File: src/rtl/updown_counter_param.sv
// Purpose : parametrised synchronous up/down counter with clear, load, wrap/saturate and status flags.
// Latency : one clk from clr/load/en to q; wrap is registered and pulses the cycle after a boundary event.
// Backpressure: none; en gates counting, and clr > load > en resolve conflicting requests.
//
// Ports:
//   clk      - single clock, all state changes on its rising edge
//   rst      - asynchronous active-high reset (q <= RST_VAL, wrap <= 0)
//   clr      - synchronous clear to RST_VAL
//   load     - synchronous parallel load of load_val (clamped to MAX_COUNT)
//   load_val - value to load
//   en       - count enable
//   up_down  - 1 = count up, 0 = count down
//   q        - current count
//   tc       - terminal count for the current direction (combinational)
//   wrap     - one-cycle registered pulse after a wrap or saturation hit
//   at_max   - q == MAX_COUNT
//   at_zero  - q == 0
module updown_counter_param #(
  parameter int               WIDTH     = 4,
  parameter logic [WIDTH-1:0] MAX_COUNT = {WIDTH{1'b1}},
  parameter bit               SATURATE  = 1'b0,
  parameter logic [WIDTH-1:0] RST_VAL   = '0
) (
  input  logic             clk,
  input  logic             rst,
  input  logic             clr,
  input  logic             load,
  input  logic [WIDTH-1:0] load_val,
  input  logic             en,
  input  logic             up_down,
  output logic [WIDTH-1:0] q,
  output logic             tc,
  output logic             wrap,
  output logic             at_max,
  output logic             at_zero
);

  localparam logic [WIDTH-1:0] ONE  = {{(WIDTH-1){1'b0}}, 1'b1};
  localparam logic [WIDTH-1:0] ZERO = '0;

  logic [WIDTH-1:0] load_clamped;

  // Out-of-range loads are pinned to MAX_COUNT so q can never leave 0..MAX_COUNT.
  assign load_clamped = (load_val > MAX_COUNT) ? MAX_COUNT : load_val;

  assign at_max  = (q == MAX_COUNT);
  assign at_zero = (q == ZERO);
  assign tc      = (up_down & at_max) | (~up_down & at_zero);

  always_ff @(posedge clk or posedge rst) begin
    if (rst) begin
      q    <= RST_VAL;
      wrap <= 1'b0;
    end else if (clr) begin
      q    <= RST_VAL;
      wrap <= 1'b0;
    end else if (load) begin
      q    <= load_clamped;
      wrap <= 1'b0;
    end else if (en) begin
      if (up_down) begin
        // Boundary is tested before incrementing, so a non-power-of-two
        // MAX_COUNT yields modulus MAX_COUNT+1 without overflowing WIDTH.
        if (at_max) begin
          wrap <= 1'b1;
          if (!SATURATE) q <= ZERO;
        end else begin
          q    <= q + ONE;
          wrap <= 1'b0;
        end
      end else begin
        if (at_zero) begin
          wrap <= 1'b1;
          if (!SATURATE) q <= MAX_COUNT;
        end else begin
          q    <= q - ONE;
          wrap <= 1'b0;
        end
      end
    end else begin
      wrap <= 1'b0;
    end
  end

endmodule

File: config.mk
export PLATFORM = sky130hd
export DESIGN_NAME = updown_counter_param
export DESIGN_NICKNAME = d
export VERILOG_FILES = /design/src/rtl/updown_counter_param.sv
export SDC_FILE = /design/constraint.sdc
export NUM_CORES = 1
export LEC_CHECK = 0
export ABC_CLOCK_PERIOD_IN_PS = 3650
export CAP_MARGIN = 40
export CORE_AREA = 2 2 40 42
export DETAILED_ROUTE_END_ITERATION = 16
export DIE_AREA = 0 0 42 44
export PLACE_DENSITY_LB_ADDON = 0.05
export SYNTH_ARGS = -nofsm -noshare
export SYNTH_HDL_FRONTEND = slang
export SYNTH_SLANG_ARGS = --single-unit
export TNS_END_PERCENT = 1
File: constraint.sdc
create_clock -name clk -period 3.65 [get_ports clk]
set_clock_uncertainty 0.15 [all_clocks]
set_input_delay 0.73 -clock clk [delete_from_list [all_inputs] [get_ports clk]]
set_output_delay 0.73 -clock clk [all_outputs]
set_load 0.01 [all_outputs]
==> flow_metrics.tcl, run 1 <==
set metrics [dict create \
    status "completed" \
    synth.area.top_cells "dfrtp_1 (31%), ha_1 (9.2%), a21oi_1 (6.1%)" \
    critPathCaptureType "output pin" \
    synth_edf_count 0 \
    cts_resized 0 \
    ys_warn_count 0 \
    area_growth_pct 51.23 \
    fin_setup_tns_ps 0 \
    worst_path_dominant_cell_family "buffers and inverters" \
    routed_via_density 4.729 \
    hpwlAfterDp_um 803.3 \
    yosysTopAreaCellShare_pct 30.67 \
    yosysSeqAreaShare_pct 30.67 \
    drtIter0Drc 6 \
    initial_core_util_pct 28.75 \
    p_int_mw 0.1351 \
    dp_cells 81 \
    rsz0062_at_grt "false" \
    cts_hold_buf 0 \
    die-area_um2 1848 \
    rr_endpoint "q[2]" \
    tritoncts "yes" \
    r2r_cells 6 \
    syn_inst 50 \
    clock_power_share_pct 32.9 \
    die_h_um 44 \
    final_nets 83 \
    cap_violations 0 \
    row_count 14 \
    grt_max_degree 10 \
    combPwrFrac_pct 32.2 \
    antenna_found_initial 0 \
    fin_cells 85 \
    path_buf_inv 2 \
    tightest_slew_ps 284.5 \
    cts.path.max_buffers 2 \
    grtUsageMet2_pct 20.63 \
    busiest_layer "met2" \
    async_flop_share_pct 100.0 \
    cp_common_cell "clkdlybuf4s50_1" \
    ioPinCount 18 \
    io_buffers 17 \
    min_period_ps 3108 \
    power_leakage_nw 0.2742 \
    critPathLaunchType "primary input" \
    grt_util_met1_pct 15.52 \
    htreeDepth 1 \
    fmax_mhz 321.7 \
    fillers 152 \
    finalCritPeriodShare_pct 85.16 \
    synthFlopType "dfrtp_1" \
    core-area_um2 1419 \
    crit_path_max_fanout 7 \
    p_sw_mw 0.05383 \
    ant_nets 0 \
    drive_gt1_share_pct 8.696 \
    clk_pin_slew_ps 50 \
    cp.required_ps 2770 \
    postCtsSetupBuffers 0 \
    grtUsageMet3_pct 5.417 \
    critical_path_class "primary input to output pin" \
    finalSetupViolations 0 \
    cts_sinks 5 \
    synth_cell_types 23 \
    chipWidth_um 42 \
    r2r_slack_ps 1900 \
    synth_area_leader_cell "dfrtp_1" \
    max_stage_delay_ps 630 \
    grt_usage_pct 12.51 \
    drc 0 \
    ir_worst_vdd_mv 0.2271 \
    slew_headroom_pct 80.97 \
    root_buffer "clkbuf_4" \
    grt_overflow_total 0 \
    swShare_pct 28.49 \
    fin_ws_ps 541.6 \
    clk_latency_ps 240 \
    worstPathArrival_ps 2230 \
    reg2reg_from "q[0]" \
    pwr-share-seq_pct 34.9 \
    slowest_stage "clkdlybuf4s50_1" \
    routed_wl_mm 1.022 \
    dp_slack_ps 554.6 \
    slew_violations 0 \
    path_cells "clkdlybuf4s50_1 -> mux2_2 -> clkdlybuf4s50_1" \
    drtPass1Iterations 3 \
    place_congestion 0.7828 \
    wl_per_cell_um 12.02 \
    syn_nets 63 \
    diodes 0 \
    hold_violations 0 \
    vias 402 \
    cts_inserted_buffers 3 \
    first_global_vias 390 \
    syn_area_per_cell_um2 8.158 \
    hold_class "primary input to async pin" \
    grt_pass1_wl_mm 1.738 \
    utilization_pct 43.47 \
    ys_top_cells_by_count "inv_1 (6), nor2_1 (6), a21oi_1 (5), dfrtp_1 (5)" \
    power.density_nw_per_um2 306.4 \
    synth.cell_area_um2 407.9 \
    synth_seq_cells 5 \
]
-- kinds of logic after synthesis --
logic type               Yosys count  synth area share (%)
AO/OA/AOI/OAI                     15                 23.62
AND/OR/NAND/NOR                   13                 15.96
buffers and inverters              9                 8.282
flip-flops                         5                 30.67
multiplexers                       3                 7.975
adder cells (fa/ha/maj)            3                 9.203
XOR/XNOR                           2                 4.295
-- state kept, by name, summed over array words and instances (netlist names) --
name / count
q: 4
wrap: 1
-- power by group through the flow --
stage	Combinational [mW]	Sequential, mW	Clock (mW)
2_1_floorplan	0.0306	0.0667	0
3_3_place_gp	0.0614	0.0671	0
3_5_place_dp	0.0610	0.0669	0
4_1_cts	0.0614	0.0661	0.0654
5_1_grt	0.0671	0.0671	0.0705
6_report	0.0608	0.0660	0.0622
-- layout by cell type, fill, tap and decap left out --
cell | Yosys | final
mux2_2 | 2 | 2
ha_1 | 3 | 3
clkbuf_1 | 2 | 1
nor2_1 | 6 | 6
o21ai_0 | 3 | 3
a221oi_1 | 1 | 1
nand2_1 | 2 | 2
dfrtp_1 | 5 | 5
and3b_1 | 1 | 1
o31ai_1 | 1 | 1
nand2b_1 | 1 | 1
xnor2_1 | 2 | 2
clkdlybuf4s50_1 | 0 | 17
and3_1 | 1 | 1
a21bo_1 | 1 | 1
a21oi_1 | 5 | 5
a31oi_1 | 2 | 2
nor2b_1 | 1 | 1
mux2i_1 | 1 | 1
inv_2 | 1 | 1
a311o_1 | 1 | 1
clkbuf_4 | 0 | 3
inv_1 | 6 | 6
or4_1 | 1 | 1
o21bai_1 | 1 | 1
-- worst register-to-register path, stage by stage, from the launching register on --
cell and delay [ps]:
dfrtp_1 480, inv_1 120, ha_1 240, mux2_2 270
a31oi_1 150, o21ai_0 110, a21oi_1 160
-- worst max path at each step --
stage | start | end | slack [ps] | cells past startpoint
after CTS | up_down | tc | 560 | 3
after detailed placement | up_down | tc | 550 | 3
after global placement | up_down | tc | 570 | 3
final | up_down | tc | 540 | 3
after floorplan | up_down | tc | 1430 | 2
after global routing | up_down | tc | 520 | 3
-- per-stage QoR --
stage | hold WS [ps] | area (um^2) | power, mW
5_1_grt | 546.1 | 616.8 | 0.2047
6_report | 532.9 | 616.8 | 0.1890
3_5_place_dp | 567.0 | 590.6 | 0.1279
3_3_place_gp | 565.3 | 590.6 | 0.1286
2_1_floorplan | 358.5 | 407.9 | 0.09736
4_1_cts | 532.1 | 616.8 | 0.1929
-- per-layer routing --
metal	wire length, um	share of wire [%]
met4	0	0
met5	0	0
met1	507	50
met3	47	4.6
met2	467	46
-- layout make-up --
cell class              instances  area, um^2  share of cell area (%)
clock buffers                   4       26.28                   4.260
well taps                      16       20.02                   3.245
flip-flops and latches          5       125.1                   20.28
repair buffers                 17       170.2                   27.59
inverters                       7       26.28                   4.260
multi-input cells              36       249.0                   40.37
Power figures use the tool's default switching activity.
==> run 2: changes to the inputs <==
Settings changed: ABC_CLOCK_PERIOD_IN_PS 3650 to default, CAP_MARGIN 40 to default, SLEW_MARGIN from default to 20.
==> results of run 2 <==
No change in the layout: final DEF, timing and power equal those of run 1.
==> run 3: changes to the inputs <==
==> constraint.sdc (replaced) <==
create_clock -name clk -period 3.65 [get_ports clk]
set_clock_uncertainty 0.15 [all_clocks]
set_input_delay 0.365 -clock clk [delete_from_list [all_inputs] [get_ports clk]]
set_output_delay 0.365 -clock clk [all_outputs]
set_load 0.01 [all_outputs]
==> run 3 against run 2 <==
Non-clock buffer count is the same. Cell count is the same. Sequential power is essentially flat. Critical path depth grew 3. Utilization is the same. Clock power is essentially flat. Global-route usage grew 0.17 points. Power is essentially flat. Die area is the same. Register-to-register slack is essentially flat. Largest power group unchanged. Sequential cell count is the same. Highest routed layer unchanged. Largest cell class unchanged. Worst hold slack lost 360 ps.
==> flow_metrics.tcl, run 3 (synthesized netlist as in run 1, its figures left out) <==
set metrics [dict create \
    status "completed" \
    hold_violations 0 \
    slew_violations 0 \
    drc 0 \
    cts.path.max_buffers 2 \
    die_h_um 44 \
    postCtsSetupBuffers 0 \
    top_register "q" \
    fin_cells 85 \
    clk_latency_ps 240 \
    grt_usage_pct 12.69 \
    cap_violations 0 \
    cts_inserted_buffers 3 \
    worst_path_dominant_cell_family "buffers and inverters" \
    drtPass1Iterations 2 \
    critical_path_class "flop to output pin" \
    fillers 149 \
    finalCritPeriodShare_pct 68.56 \
    tritoncts "yes" \
    hold_class "primary input to async pin" \
    layout_commonest_cell "clkdlybuf4s50_1" \
    grt_pass1_wl_mm 1.773 \
    crit_path_max_fanout 7 \
    fin_setup_tns_ps 0 \
    ant_nets 0 \
    cts_sinks 5 \
    max_stage_delay_ps 480 \
    dp_cells 81 \
    cts_resized 0 \
    initial_core_util_pct 28.75 \
    largest_register_ffs 4 \
    row_count 14 \
    diodes 0 \
    fmax_mhz 399.6 \
    die-area_um2 1848 \
    routed_wl_mm 1.009 \
    hpwlAfterDp_um 791.3 \
    cp.required_ps 3130 \
    io_buffers 17 \
    critPathCaptureType "output pin" \
    worstPathArrival_ps 1990 \
    power_leakage_nw 0.2742 \
    p_total_mw 0.1889 \
    routed_via_density 4.871 \
    slew_headroom_pct 81.33 \
    grt_overflow_total 0 \
    first_global_vias 403 \
    chipWidth_um 42 \
    vias 414 \
    core-area_um2 1419 \
    drtIter0Drc 1 \
    register_area_um2 125.1 \
    drive_gt1_share_pct 8.696 \
    utilization_pct 43.47 \
    min_period_ps 2502 \
    path_buf_inv 2 \
    critPathLaunchType "flop" \
    finalSetupViolations 0 \
    ioPinCount 18 \
    clk_pin_slew_ps 50 \
    rsz0062_at_grt "false" \
    slowest_stage "clkdlybuf4s50_1" \
    power.density_nw_per_um2 306.2 \
    htreeDepth 1 \
    final_nets 83 \
    tightest_slew_ps 279.2 \
    wl_per_cell_um 11.87 \
    antenna_found_initial 0 \
    area_growth_pct 51.23 \
    root_buffer "clkbuf_4" \
    place_congestion 0.8038 \
    cts_hold_buf 0 \
    grt_max_degree 10 \
    path_cells "inv_1 -> ha_1 -> nand2b_1 -> nor2_1 -> mux2_2 -> clkdlybuf4s50_1" \
    multi_input_area_um2 249.0 \
    reg.largest.list "q (4), wrap (1)" \
    ir_worst_vdd_mv 0.2269 \
    final_cell_mix "clkdlybuf4s50_1 (17), inv_1 (6), nor2_1 (6)" \
]
==> run 3: per-layer routing <==
metal	GRT usage (%)	wire length [um]
met1	15.27	483
met2	21.25	472
met3	5.833	53
met4	1.935	0
met5	0	0
==> run 3: area by class of cell <==
| type | instances | share of cell area [%] |
|---|---|---|
| tap | 16 | 3.245 |
| timing repair buffer | 17 | 27.59 |
| clock buffer | 4 | 4.260 |
| inverter | 7 | 4.260 |
| sequential | 5 | 20.28 |
| multi-input combinational | 36 | 40.37 |
==> run 3: worst paths after layout <==
| check | from | end | slack, ps | depth (start not counted) |
|---|---|---|---|---|
| worst max-delay path | q[0] | tc | 1150 | 6 |
| min in group clk | load_val[2] | q[2] | 540 | 3 |
| worst min-delay path | rst | wrap | 170 | 2 |
| worst min register to register | q[2] | q[2] | 590 | 3 |
| max in group asynchronous | rst | q[0] | 3010 | 2 |
| worst max register to register | q[0] | q[2] | 1910 | 6 |
==> run 3: power breakdown <==
group / internal [mW] / switching (mW) / total (mW)
logic: 0.0347 / 0.0257 / 0.0604
registers: 0.0592 / 0.00682 / 0.0660
clock network: 0.0412 / 0.0211 / 0.0624
==> run 3: stage by stage <==
stage | cell area (um^2) | setup WS, ps | hold slack [ps]
floorplan | 407.9 | 1906 | -6.479
global placement | 590.6 | 1301 | 424.4
detailed placement | 590.6 | 1280 | 425.7
CTS | 616.8 | 1155 | 168.9
global route | 616.8 | 1016 | 180.5
finish | 616.8 | 1148 | 169.1
==> run 3: worst register-to-register path: stages, from the launching register on <==
cell,delay (ps)
dfrtp_1,470
inv_1,120
ha_1,240
mux2_2,260
a31oi_1,150
o21ai_0,110
a21oi_1,160
